===== src/rtl/bcd_conv_pkg.sv =====
// Shared definitions for the bcd_conv_arbiter block: FSM encoding, datapath
// widths, and the optional 5/8 pre-scaling applied to a granted value.
// Optional feature macro: SCALE_5_8_EN (defined -> load (data*5)>>3).
package bcd_conv_pkg;

  localparam int unsigned BIN_W     = 8;
  localparam int unsigned BCD_W     = 12;
  localparam int unsigned SHIFT_W   = 20;
  localparam int unsigned ITER      = 8;
  localparam int unsigned CNT_W     = 4;

  localparam int unsigned SCALE_MUL = 5;
  localparam int unsigned SCALE_SHR = 3;
  localparam int unsigned SCALE_W   = 11;

  typedef enum logic [1:0] {
    ST_IDLE  = 2'd0,
    ST_SHIFT = 2'd1,
    ST_DONE  = 2'd2
  } state_t;

  // Value loaded into the shift register for a granted client.
  function automatic logic [BIN_W-1:0] load_value(input logic [BIN_W-1:0] raw);
`ifdef SCALE_5_8_EN
    logic [SCALE_W-1:0] prod;
    prod = SCALE_W'(raw) * SCALE_W'(SCALE_MUL);
    return BIN_W'(prod >> SCALE_SHR);
`else
    return raw;
`endif
  endfunction

endpackage


===== src/rtl/dd_step.sv =====
// One double-dabble iteration: add-3 correction on the three BCD nibbles,
// then shift the whole 20-bit register left by one.
// Ports:
//   value      in  20  current shift register
//   next_value out 20  corrected and shifted register
module dd_step
  import bcd_conv_pkg::*;
(
  input  logic [SHIFT_W-1:0] value,
  output logic [SHIFT_W-1:0] next_value
);

  logic [SHIFT_W-1:0] adj;

  // Nibbles [11:8], [15:12], [19:16] are corrected in that order.
  always_comb begin
    adj = value;
    for (int n = 0; n < 3; n++) begin
      if (adj[BIN_W + 4*n +: 4] >= 4'd5) begin
        adj[BIN_W + 4*n +: 4] = adj[BIN_W + 4*n +: 4] + 4'd3;
      end
    end
    next_value = {adj[SHIFT_W-2:0], 1'b0};
  end

endmodule


===== src/rtl/bcd_conv_arbiter.sv =====
// Shared binary-to-BCD converter: round-robin arbitration among N_REQ clients
// feeding one sequential double-dabble engine (IDLE -> SHIFT x8 -> DONE).
// Optional feature macro: SCALE_5_8_EN (pre-scale loaded value by 5/8).
// Ports:
//   clk       in  1        system clock, rising edge
//   rst       in  1        asynchronous active-high reset
//   req       in  N_REQ    per-client request level, held until ack
//   data      in  8*N_REQ  client values, client i at [8i+7:8i]
//   ack       out N_REQ    one-cycle pulse to the served client with results
//   busy      out 1        high whenever the FSM is not idle
//   grant_id  out 3        client being or last served
//   hundreds  out 4        BCD hundreds digit
//   tens      out 4        BCD tens digit
//   ones      out 4        BCD ones digit
module bcd_conv_arbiter
  import bcd_conv_pkg::*;
#(
  parameter int unsigned N_REQ = 4
) (
  input  logic               clk,
  input  logic               rst,
  input  logic [N_REQ-1:0]   req,
  input  logic [8*N_REQ-1:0] data,
  output logic [N_REQ-1:0]   ack,
  output logic               busy,
  output logic [2:0]         grant_id,
  output logic [3:0]         hundreds,
  output logic [3:0]         tens,
  output logic [3:0]         ones
);

  state_t               state;
  state_t               state_nxt;
  logic [SHIFT_W-1:0]   sreg;
  logic [SHIFT_W-1:0]   sreg_nxt;
  logic [SHIFT_W-1:0]   step_out;
  logic [CNT_W-1:0]     cnt;
  logic [CNT_W-1:0]     cnt_nxt;
  logic [2:0]           grant_nxt;
  logic [N_REQ-1:0]     ack_nxt;
  logic                 busy_nxt;
  logic [3:0]           hundreds_nxt;
  logic [3:0]           tens_nxt;
  logic [3:0]           ones_nxt;

  logic                 any_req;
  logic                 last_shift;
  logic [2:0]           winner;
  logic [2:0]           idx;
  logic                 found;
  logic [7:0]           req_pad;
  logic [63:0]          data_pad;

  // Zero-padded to the 8-client maximum so 3-bit indices always fit.
  assign req_pad    = 8'(req);
  assign data_pad   = 64'(data);
  assign any_req    = |req;
  assign last_shift = (cnt == CNT_W'(ITER - 1));

  dd_step u_step (
    .value      (sreg),
    .next_value (step_out)
  );

  // Round-robin: scan starting one past the last grant, wrapping mod N_REQ.
  always_comb begin
    winner = grant_id;
    found  = 1'b0;
    idx    = 3'd0;
    for (int unsigned k = 1; k <= N_REQ; k++) begin
      idx = 3'((32'(grant_id) + k) % N_REQ);
      if (!found && req_pad[idx]) begin
        winner = idx;
        found  = 1'b1;
      end
    end
  end

  // State register.
  always_ff @(posedge clk or posedge rst) begin
    if (rst) begin
      state <= ST_IDLE;
    end else begin
      state <= state_nxt;
    end
  end

  // Next-state logic.
  always_comb begin
    state_nxt = state;
    case (state)
      ST_IDLE:  if (any_req) state_nxt = ST_SHIFT;
      ST_SHIFT: if (last_shift) state_nxt = ST_DONE;
      ST_DONE:  state_nxt = ST_IDLE;
      default:  state_nxt = ST_IDLE;
    endcase
  end

  // Output/datapath next values; results are captured on the final shift
  // edge so digits and ack are valid throughout the DONE cycle.
  always_comb begin
    sreg_nxt     = sreg;
    cnt_nxt      = cnt;
    grant_nxt    = grant_id;
    ack_nxt      = '0;
    busy_nxt     = (state_nxt != ST_IDLE);
    hundreds_nxt = hundreds;
    tens_nxt     = tens;
    ones_nxt     = ones;
    case (state)
      ST_IDLE: begin
        if (any_req) begin
          sreg_nxt  = {{BCD_W{1'b0}}, load_value(data_pad[{winner, 3'b000} +: BIN_W])};
          cnt_nxt   = '0;
          grant_nxt = winner;
        end
      end
      ST_SHIFT: begin
        sreg_nxt = step_out;
        cnt_nxt  = cnt + CNT_W'(1);
        if (last_shift) begin
          hundreds_nxt = step_out[19:16];
          tens_nxt     = step_out[15:12];
          ones_nxt     = step_out[11:8];
          ack_nxt      = N_REQ'(1) << grant_id;
        end
      end
      default: ;
    endcase
  end

  // Registered datapath and outputs.
  always_ff @(posedge clk or posedge rst) begin
    if (rst) begin
      sreg     <= '0;
      cnt      <= '0;
      grant_id <= 3'(N_REQ - 1);
      ack      <= '0;
      busy     <= 1'b0;
      hundreds <= 4'd0;
      tens     <= 4'd0;
      ones     <= 4'd0;
    end else begin
      sreg     <= sreg_nxt;
      cnt      <= cnt_nxt;
      grant_id <= grant_nxt;
      ack      <= ack_nxt;
      busy     <= busy_nxt;
      hundreds <= hundreds_nxt;
      tens     <= tens_nxt;
      ones     <= ones_nxt;
    end
  end

endmodule


===== config.mk =====
export PLATFORM = sky130hd
export DESIGN_NAME = bcd_conv_arbiter
export DESIGN_NICKNAME = d
export VERILOG_FILES = /design/src/rtl/bcd_conv_pkg.sv /design/src/rtl/dd_step.sv /design/src/rtl/bcd_conv_arbiter.sv
export SDC_FILE = /design/constraint.sdc
export NUM_CORES = 1
export LEC_CHECK = 0
export ABC_AREA = 0
export CORE_AREA = 4 4 75 77
export CTS_CLUSTER_SIZE = 16
export DETAILED_ROUTE_END_ITERATION = 8
export DIE_AREA = 0 0 79 81
export GPL_ROUTABILITY_DRIVEN = 0
export GPL_TIMING_DRIVEN = 0
export PLACE_DENSITY_LB_ADDON = 0.1
export SYNTH_ARGS = -nofsm -noshare
export SYNTH_HDL_FRONTEND = slang
export SYNTH_SLANG_ARGS = --single-unit

===== constraint.sdc =====
create_clock -name clk -period 4.99 [get_ports clk]
set_clock_uncertainty 0.2 [all_clocks]
set_input_delay 0.499 -clock clk [delete_from_list [all_inputs] [get_ports clk]]
set_output_delay 0.499 -clock clk [all_outputs]
set_load 0.01 [all_outputs]

==> impl_metrics.toml, run 1 <==
[clock_network]
ctsHoldBuffers = 0
cts.sinks = 46
clk_latency_ns = 0.29
clkTransAtPathRegs_ns = 0.08
cts_tree = "yes"
cts_resized = 0
clk_path_buf_depth = 2
htreeDepth = 2
cts_buffers = 5
cts_root_buf = "clkbuf_8"
cts_setup_buffers = 0

[synth]
ys_ff_latch = 46
synthXorXnorAreaFrac = 0.0136
syn_area_sq_um = 2580
synthAdderAreaFrac = 0.0533
synth_compound_area_frac = 0.157
ys_seq_area_frac = 0.447
syn_nets = 317
synth_top_area_frac = 0.427
synthMuxAreaShare = 0.0955
synth_warnings = 0
synth.distinct_cells = 46
synth_top_family_by_area = "simple AND/OR/NAND/NOR gates"
synth-async-reset-ratio = 1.00
synth_area_leaders = "dfrtp_1 43%, nand2_1 6.8%, ha_1 5.3%, mux2i_1 5.0%, mux2_2 3.9%"
synth_ff_type = "dfrtp_1"
yosys.area.top_type = "dfrtp_1"
netlist_instances = 268
synth_edf_count = 0
syn_avg_cell_area_sq_um = 9.63
synth_simple_gate_area_share = 0.197

[worst_setup_path]
cp_max_fo = 10
reg2reg_from = "grant_id[0]$_DFFE_PP1P_"
cp-endpoint = "sreg[6]$_DFFE_PP0P_"
end_kind = "flip-flop"
path_class = "reg -> reg"
worstSetupStartpoint = "grant_id[0]$_DFFE_PP1P_"
start_kind = "flip-flop"
rrSetupSlack_ns = 1.50
reg2reg_depth = 9
critPathArrivalTime_ns = 3.44
crit_required_ns = 4.93
reg2reg_to = "sreg[6]$_DFFE_PP0P_"

[final_layout]
instances_no_fill = 401
synthToLayoutAreaGrowth_pct = 29.4
num_antenna_cells = 0
finalNetCount = 381
drive_gt1_frac = 0.0906
fillers = 466
final_util = 0.667

[die]
core_sq_um = 5010
fp.dieW_microns = 79
start_util = 0.515
die-area_sq_um = 6400
die_h_microns = 81
rows = 26
io_pins = 58

[sta]
slew_headroom = 0.421
slew_violations = 0
layout_min_cycle_time_ns = 3.49
setup_tns_ns = 0
min_period_over_period = 0.699
fmax_mhz = 287
tightest_slew_ns = 0.862
setup_viol = 0
rsz0062_at_grt = "false"
finalHoldViolations = 0

[drt]
drtIter0Drc = 97
via_per_inst = 5.35
vias = 2145
drcViolationCount = 0
routed_wl_mm = 5.38
wl_per_cell_microns = 13.4
postRouteAntennaNets = 0
first_pass_iters = 4

[grt]
globalRoute.totalOverflow = 0
grt_max_degree = 25
grt_antenna_before_repair = 0
grt_pass1_wl_mm = 9.23
grt.total_usage = 0.180
grt_pass1_vias = 2055

[run_status]
status = "finished, final reports clean"

[pwr]
powerDensity_nw_per_um2 = 569
peakVddDrop_mv = 0.429
leakage_nw = 1.47
power_mw = 1.90

[flow_run]
drv_cap = 0

[placed_design]
dp_hpwl_mm = 4.12
dpl.cell_count = 395
portBuffers = 56

[worst_hold_path]
hp-class = "reg -> reg"
==> metal layers <==
metal  global-route usage  vias up  share of wire
li1                     -     1074              -
met1                0.219     1010           0.45
met2                0.327       59           0.49
met3               0.0410        2          0.057
met4               0.0378        0         0.0019
met5                    0        -              0
==> power breakdown <==
part	switching (mW)	internal [mW]
combinational	0.538	0.508
sequential	0.115	0.523
clock	0.111	0.107
total	0.763	1.14
==> worst max-delay path: stages (launching register included) <==
cell and delay (ns):
dfstp_2 0.57, clkbuf_1 0.38, inv_1 0.16, ha_1 0.36
mux2_2 0.38, nor4_1 0.29, a32o_1 0.25, nor3_2 0.10
nor2_1 0.48, o211ai_1 0.18
==> registers in the layout, indices dropped and copies added, names as in the netlist <==
name and flops:
grant_id 3, tens 4, cnt 4, sreg 20, ones 4, hundreds 4, ack 4, state 2
busy 1
==> final cells by class <==
type | instances | area (sq um) | area share
clock buffer | 6 | 82.6 | 0.0247
inverter | 13 | 48.8 | 0.0146
sequential | 46 | 1150 | 0.345
timing repair buffer | 57 | 588 | 0.176
buffer | 10 | 47.5 | 0.0142
multi-input combinational | 199 | 1330 | 0.399
tap | 70 | 87.6 | 0.0262
==> cell usage after synthesis (3+ instances only) <==
| cell | number |
|---|---|
| a22oi_1 | 7 |
| clkbuf_1 | 7 |
| nor3_1 | 5 |
| dfrtp_1 | 44 |
| mux2_2 | 9 |
| ha_1 | 11 |
| o21ai_0 | 20 |
| xnor2_1 | 3 |
| nor3b_1 | 4 |
| o211ai_1 | 8 |
| inv_1 | 12 |
| mux2i_1 | 13 |
| nand2b_1 | 5 |
| a21oi_1 | 12 |
| and2_1 | 6 |
| or4_1 | 7 |
| nor2_1 | 11 |
| nand2_1 | 47 |
| nand3_1 | 4 |
| a22o_1 | 4 |
==> cell families (layout without fill, tap and decap cells) <==
group           count (synthesis)  in the layout
compound gates                 60             60
xor+xnor                        4              4
fa+ha+maj                      11             11
buf+inv                        23             86
flops                          46             46
mux                            23             23
simple gates                  101            101
==> worst min path at each step <==
stage	start	end	slack (ns)	cells past startpoint
4_1_cts	hundreds[1]$_DFFE_PP0P_	hundreds[1]$_DFFE_PP0P_	0.28	2
6_report	tens[2]$_DFFE_PP0P_	tens[2]$_DFFE_PP0P_	0.28	2
3_5_place_dp	hundreds[1]$_DFFE_PP0P_	hundreds[1]$_DFFE_PP0P_	0.26	2
5_1_grt	tens[1]$_DFFE_PP0P_	tens[1]$_DFFE_PP0P_	0.30	2
3_3_place_gp	tens[1]$_DFFE_PP0P_	tens[1]$_DFFE_PP0P_	0.26	2
2_1_floorplan	sreg[0]$_DFFE_PP0P_	sreg[0]$_DFFE_PP0P_	0.26	2
==> layout by cell type (no fill, tap or decap), drive strengths merged, types with 3 or more instances in the layout <==
cell type      synthesis  routed
xnor2                  3       3
a21oi                 12      12
and2                   7       7
mux2i                 13      13
clkdlybuf4s50          0      56
nor3                   6       6
nand3                  4       4
o211ai                 9       9
nand2b                 5       5
nand2                 47      47
a22oi                  7       7
dfrtp                 44      44
nor3b                  5       5
or4                    8       8
buf                    2       3
inv                   12      12
clkbuf                 8      14
nor2                  12      12
ha                    11      11
o21ai                 20      20
mux2                  10      10
a22o                   4       4
==> metrics by stage <==
stage | area, sq um | setup slack [ns] | hold WS (ns)
global placement | 3230 | 1.51 | 0.257
CTS | 3340 | 1.49 | 0.282
finish | 3340 | 1.50 | 0.276
detailed placement | 3260 | 1.51 | 0.263
global route | 3340 | 1.13 | 0.299
floorplan | 2580 | 1.77 | 0.257
Note: power is estimated with default switching activity, not from simulation.
==> inputs of run 2 (changes only) <==
Settings changed: CORE_AREA 4 4 75 77 to 4 4 77 79, DIE_AREA 0 0 79 81 to 0 0 81 83.
Clock period 4.99 ns to 3.3 ns, I/O delays scaled along.
==> impl_metrics.toml, run 2 (synthesis gave the netlist of run 1 again) <==
[die]
core_sq_um = 5340
die_h_microns = 83
rows = 27
fp.dieW_microns = 81
die-area_sq_um = 6720
start_util = 0.484
io_pins = 58

[drt]
drcViolationCount = 0
first_pass_iters = 4
vias = 2176
postRouteAntennaNets = 0
routed_wl_mm = 5.59
wl_per_cell_microns = 13.7
via_per_inst = 5.32
drtIter0Drc = 55

[clock_network]
cts_buffers = 5
cts_tree = "yes"
cts_root_buf = "clkbuf_8"
htreeDepth = 2
clkTransAtPathRegs_ns = 0.08
cts.sinks = 46
clk_path_buf_depth = 2
ctsHoldBuffers = 0
clk_latency_ns = 0.29

[pwr]
p_sw_mw = 1.20
peakVddDrop_mv = 0.463
powerDensity_nw_per_um2 = 880
pwr-share-seq = 0.324
p_int_mw = 1.78
pwr-share-clk = 0.109
swShare = 0.402
leakage_nw = 1.49
combPwrFrac = 0.568
power_mw = 2.98

[sta]
finalHoldViolations = 0
slew_violations = 0
fmax_mhz = 321
min_period_over_period = 0.944
timing.hold.ws_ns = 0.0786
layout_min_cycle_time_ns = 3.11
setup_tns_ns = 0
setup_viol = 0
slew_headroom = 0.365
rsz0062_at_grt = "false"
tightest_slew_ns = 0.946

[grt]
grt_max_degree = 36
grt_antenna_before_repair = 0
grt_pass1_wl_mm = 9.43
grt.total_usage = 0.175
globalRoute.totalOverflow = 0
grt_pass1_vias = 2128

[placed_design]
dp_hpwl_mm = 4.16
post_dp_cell_area_sq_um = 3250
portBuffers = 56

[final_layout]
regMostFlops = "sreg"
largest_register_ffs = 20
layout_common_cells = "56 x clkdlybuf4s50_1, 47 x nand2_1, 44 x dfrtp_1, 19 x o21ai_0, 13 x mux2i_1"
final_common_cell = "clkdlybuf4s50_1"
drive_gt1_frac = 0.110
synthToLayoutAreaGrowth_pct = 31.1
fillers = 500
finalNetCount = 385
num_antenna_cells = 0
post-route-cell-area_sq_um = 3380

[worst_hold_path]
hp-class = "in -> async"

[worst_setup_path]
path_class = "reg -> reg"
reg2reg_to = "sreg[7]$_DFFE_PP0P_"
rrSetupSlack_ns = 0.19
critPathArrivalTime_ns = 3.08
reg2reg_depth = 9
cp_max_fo = 10
start_kind = "flip-flop"
end_kind = "flip-flop"
crit_required_ns = 3.26
reg2reg_from = "grant_id[0]$_DFFE_PP1P_"

[flow_run]
drv_cap = 0

[run_status]
status = "finished, final reports clean"
-- run 2: routing by layer --
layer / global-route usage / vias up / routed length (microns)
li1: - / 1080 / -
met3: 0.0380 / 6 / 272
met5: 0 / - / 0
met2: 0.294 / 57 / 2790
met4: 0.0553 / 0 / 83
met1: 0.220 / 1033 / 2450
-- run 2: repair_timing --
item                                    4_1_cts  5_1_grt
endpoints found under the hold margin         0        0
buffers inserted                              0        4
pin swaps                                     0        1
resized for setup                             2        9
endpoints found under the setup margin        9        9
cloned                                        0        0
-- run 2: cell type report --
type | count | area (sq um) | share of cell area
multi-input cells | 199 | 1350 | 0.398
clock buffers | 8 | 80.1 | 0.0237
plain buffers | 10 | 53.8 | 0.0159
flip-flops and latches | 46 | 1150 | 0.341
inverters | 13 | 48.8 | 0.0144
repair buffers | 61 | 611 | 0.180
well taps | 72 | 90.1 | 0.0266
-- run 2: worst max path at each step --
stage / startpoint / endpoint / slack, ns / cells past startpoint
2_1_floorplan: grant_id[0]$_DFFE_PP1P_ / sreg[1]$_DFFE_PP0P_ / 0.08 / 11
3_3_place_gp: grant_id[0]$_DFFE_PP1P_ / sreg[4]$_DFFE_PP0P_ / -0.21 / 9
3_5_place_dp: grant_id[0]$_DFFE_PP1P_ / sreg[7]$_DFFE_PP0P_ / -0.24 / 9
4_1_cts: grant_id[0]$_DFFE_PP1P_ / sreg[1]$_DFFE_PP0P_ / 0.02 / 11
5_1_grt: grant_id[0]$_DFFE_PP1P_ / sreg[7]$_DFFE_PP0P_ / 0.02 / 9
6_report: grant_id[0]$_DFFE_PP1P_ / sreg[7]$_DFFE_PP0P_ / 0.19 / 9
-- run 2: worst max-delay path, stage by stage, from the launching register on --
cell	delay, ns
dfstp_2	0.59
buf_4	0.19
inv_1	0.09
ha_1	0.33
mux2_2	0.39
o311ai_4	0.47
buf_6	0.22
mux2_2	0.35
nand2_1	0.07
o211ai_1	0.09
-- run 2: power groups by stage --
| stage | Sequential [mW] | Combinational [mW] | Clock [mW] |
|---|---|---|---|
| after floorplan | 0.979 | 1.11 | 0 |
| after global placement | 0.969 | 1.56 | 0 |
| final | 0.964 | 1.69 | 0.324 |
| after global routing | 0.999 | 1.89 | 0.359 |
| after CTS | 0.968 | 1.61 | 0.335 |
| after detailed placement | 0.977 | 1.59 | 0 |
-- run 2: through the flow --
step / std cells / setup slack [ns] / util
2_1_floorplan: 268 / 0.0839 / -
3_3_place_gp: 396 / -0.207 / 0.605
3_5_place_dp: 397 / -0.239 / 0.609
4_1_cts: 405 / 0.0188 / 0.625
5_1_grt: 409 / 0.0165 / 0.634
6_report: 409 / 0.186 / 0.634
==> inputs of run 3 (changes only) <==
Settings changed: CAP_MARGIN set to 15, CORE_AREA 4 4 77 79 to 4 4 60 103, DIE_AREA 0 0 81 83 to 0 0 64 107.
==> impl_metrics.toml, run 3 (synthesis gave the netlist of run 1 again) <==
[pwr]
leakage_nw = 1.49
pwr-share-seq = 0.321
combPwrFrac = 0.562
p_int_mw = 1.80
p_sw_mw = 1.20
peakVddDrop_mv = 0.594
pwr-share-clk = 0.117
powerDensity_nw_per_um2 = 885
swShare = 0.401

[drt]
routed_wl_mm = 5.66
via_per_inst = 5.30
postRouteAntennaNets = 0
drtIter0Drc = 51
first_pass_iters = 4
wl_per_cell_microns = 13.9
vias = 2161
drcViolationCount = 0

[final_layout]
final_util = 0.640
drive_gt1_frac = 0.105
regMostFlops = "sreg"
synthToLayoutAreaGrowth_pct = 31.5
seqCellArea_sq_um = 1150
finalNetCount = 382
instances_no_fill = 408
fillers = 481
multiInputGateArea_sq_um = 1350
layout_common_cells = "56 x clkdlybuf4s50_1, 47 x nand2_1, 44 x dfrtp_1, 19 x o21ai_0, 13 x mux2i_1"
final_common_cell = "clkdlybuf4s50_1"
num_antenna_cells = 0
largest_register_ffs = 20

[clock_network]
clk_path_buf_depth = 2
ctsHoldBuffers = 0
htreeDepth = 2
cts_buffers = 5
cts.sinks = 46
clkTransAtPathRegs_ns = 0.08
clk_latency_ns = 0.29
cts_root_buf = "clkbuf_8"
cts_tree = "yes"

[grt]
grt_antenna_before_repair = 0
globalRoute.totalOverflow = 0
grt_pass1_wl_mm = 9.53
grt_pass1_vias = 2200
grt_max_degree = 27
grt.total_usage = 0.173

[sta]
finalHoldViolations = 0
slew_violations = 0
min_period_over_period = 0.948
rsz0062_at_grt = "false"
setup_ws_ns = 0.172
fmax_mhz = 320
layout_min_cycle_time_ns = 3.13
tightest_slew_ns = 0.932
setup_viol = 0
slew_headroom = 0.374

[run_status]
status = "finished, final reports clean"

[worst_setup_path]
path_common_cell = "clkbuf_4"
path_class = "reg -> reg"
crit_family = "buffers and inverters"
end_kind = "flip-flop"
cp_max_fo = 10
path_cells = "clkbuf_4 > inv_1 > ha_1 > clkbuf_4 > mux2_2 > nand3_1 > o311ai_4 > buf_12 > mux2i_1 > or4_1 > o311ai_1"
cp_num_buf_inv = 4
max_stage_delay_ns = 0.58
critPathArrivalTime_ns = 3.12
crit_required_ns = 3.29
start_kind = "flip-flop"
slowest_stage = "dfstp_2"

[die]
rows = 35
start_util = 0.487
die_h_microns = 107
io_pins = 58
fp.dieW_microns = 64
core_sq_um = 5300
die-area_sq_um = 6850

[worst_hold_path]
hp-class = "in -> async"

[flow_run]
drv_cap = 0

[placed_design]
dp_hpwl_mm = 4.52
dpl.cell_count = 399
portBuffers = 56
preCtsSetupSlack_ns = -0.197
-- run 3: area by class of cell --
cell class,instances,share of cell area
buffer,10,0.0159
clock buffer,8,0.0265
sequential,46,0.340
timing repair buffer,58,0.177
tap,74,0.0273
inverter,13,0.0144
multi-input combinational,199,0.399
-- run 3: path summary, 6_finish.rpt --
path                                    startpoint  slack [ns]                   to  depth (start not counted)
setup / recovery           grant_id[0]$_DFFE_PP1P_        0.17  sreg[0]$_DFFE_PP0P_                         11
hold / removal                                 rst        0.15  ones[1]$_DFFE_PP0P_                          2
max in group asynchronous                      rst        2.26  sreg[8]$_DFFE_PP0P_                          3
min in group clk               tens[1]$_DFFE_PP0P_        0.28  tens[1]$_DFFE_PP0P_                          2
hold reg to reg                tens[1]$_DFFE_PP0P_        0.28  tens[1]$_DFFE_PP0P_                          2
setup reg to reg           grant_id[0]$_DFFE_PP1P_        0.17  sreg[0]$_DFFE_PP0P_                         11
-- run 3: per-layer routing --
layer | part of all wire | routed length (microns) | GRT usage | up-vias
met2 | 0.57 | 3210 | 0.342 | 64
met5 | 0 | 0 | 0 | -
li1 | - | - | - | 1079
met4 | 0.025 | 144 | 0.0696 | 0
met3 | 0.039 | 223 | 0.0325 | 12
met1 | 0.37 | 2080 | 0.170 | 1006
-- run 3: power groups by stage --
stage | clock, mW | combinational, mW | sequential (mW)
finish | 0.350 | 1.69 | 0.965
global placement | 0 | 1.57 | 0.969
floorplan | 0 | 1.11 | 0.979
global route | 0.379 | 1.88 | 1.00
CTS | 0.357 | 1.68 | 0.968
detailed placement | 0 | 1.60 | 0.978
-- run 3: metrics by stage --
step / cell area, sq um / hold WS, ns / TNS [ns] / power, mW
after detailed placement: 3250 / 0.263 / -1.44 / 2.58
final: 3390 / 0.149 / 0 / 3.00
after global routing: 3390 / 0.199 / 0 / 3.26
after global placement: 3230 / 0.258 / -1.40 / 2.53
after floorplan: 2580 / 0.257 / 0 / 2.09
after CTS: 3370 / 0.167 / 0 / 3.00
-- run 3: repair_timing --
action / in CTS / in global routing
setup buffers: 1 / 0
pin swaps: 1 / 0
endpoints found under the setup margin: 9 / 9
cloned: 0 / 0
gates resized for setup: 3 / 7
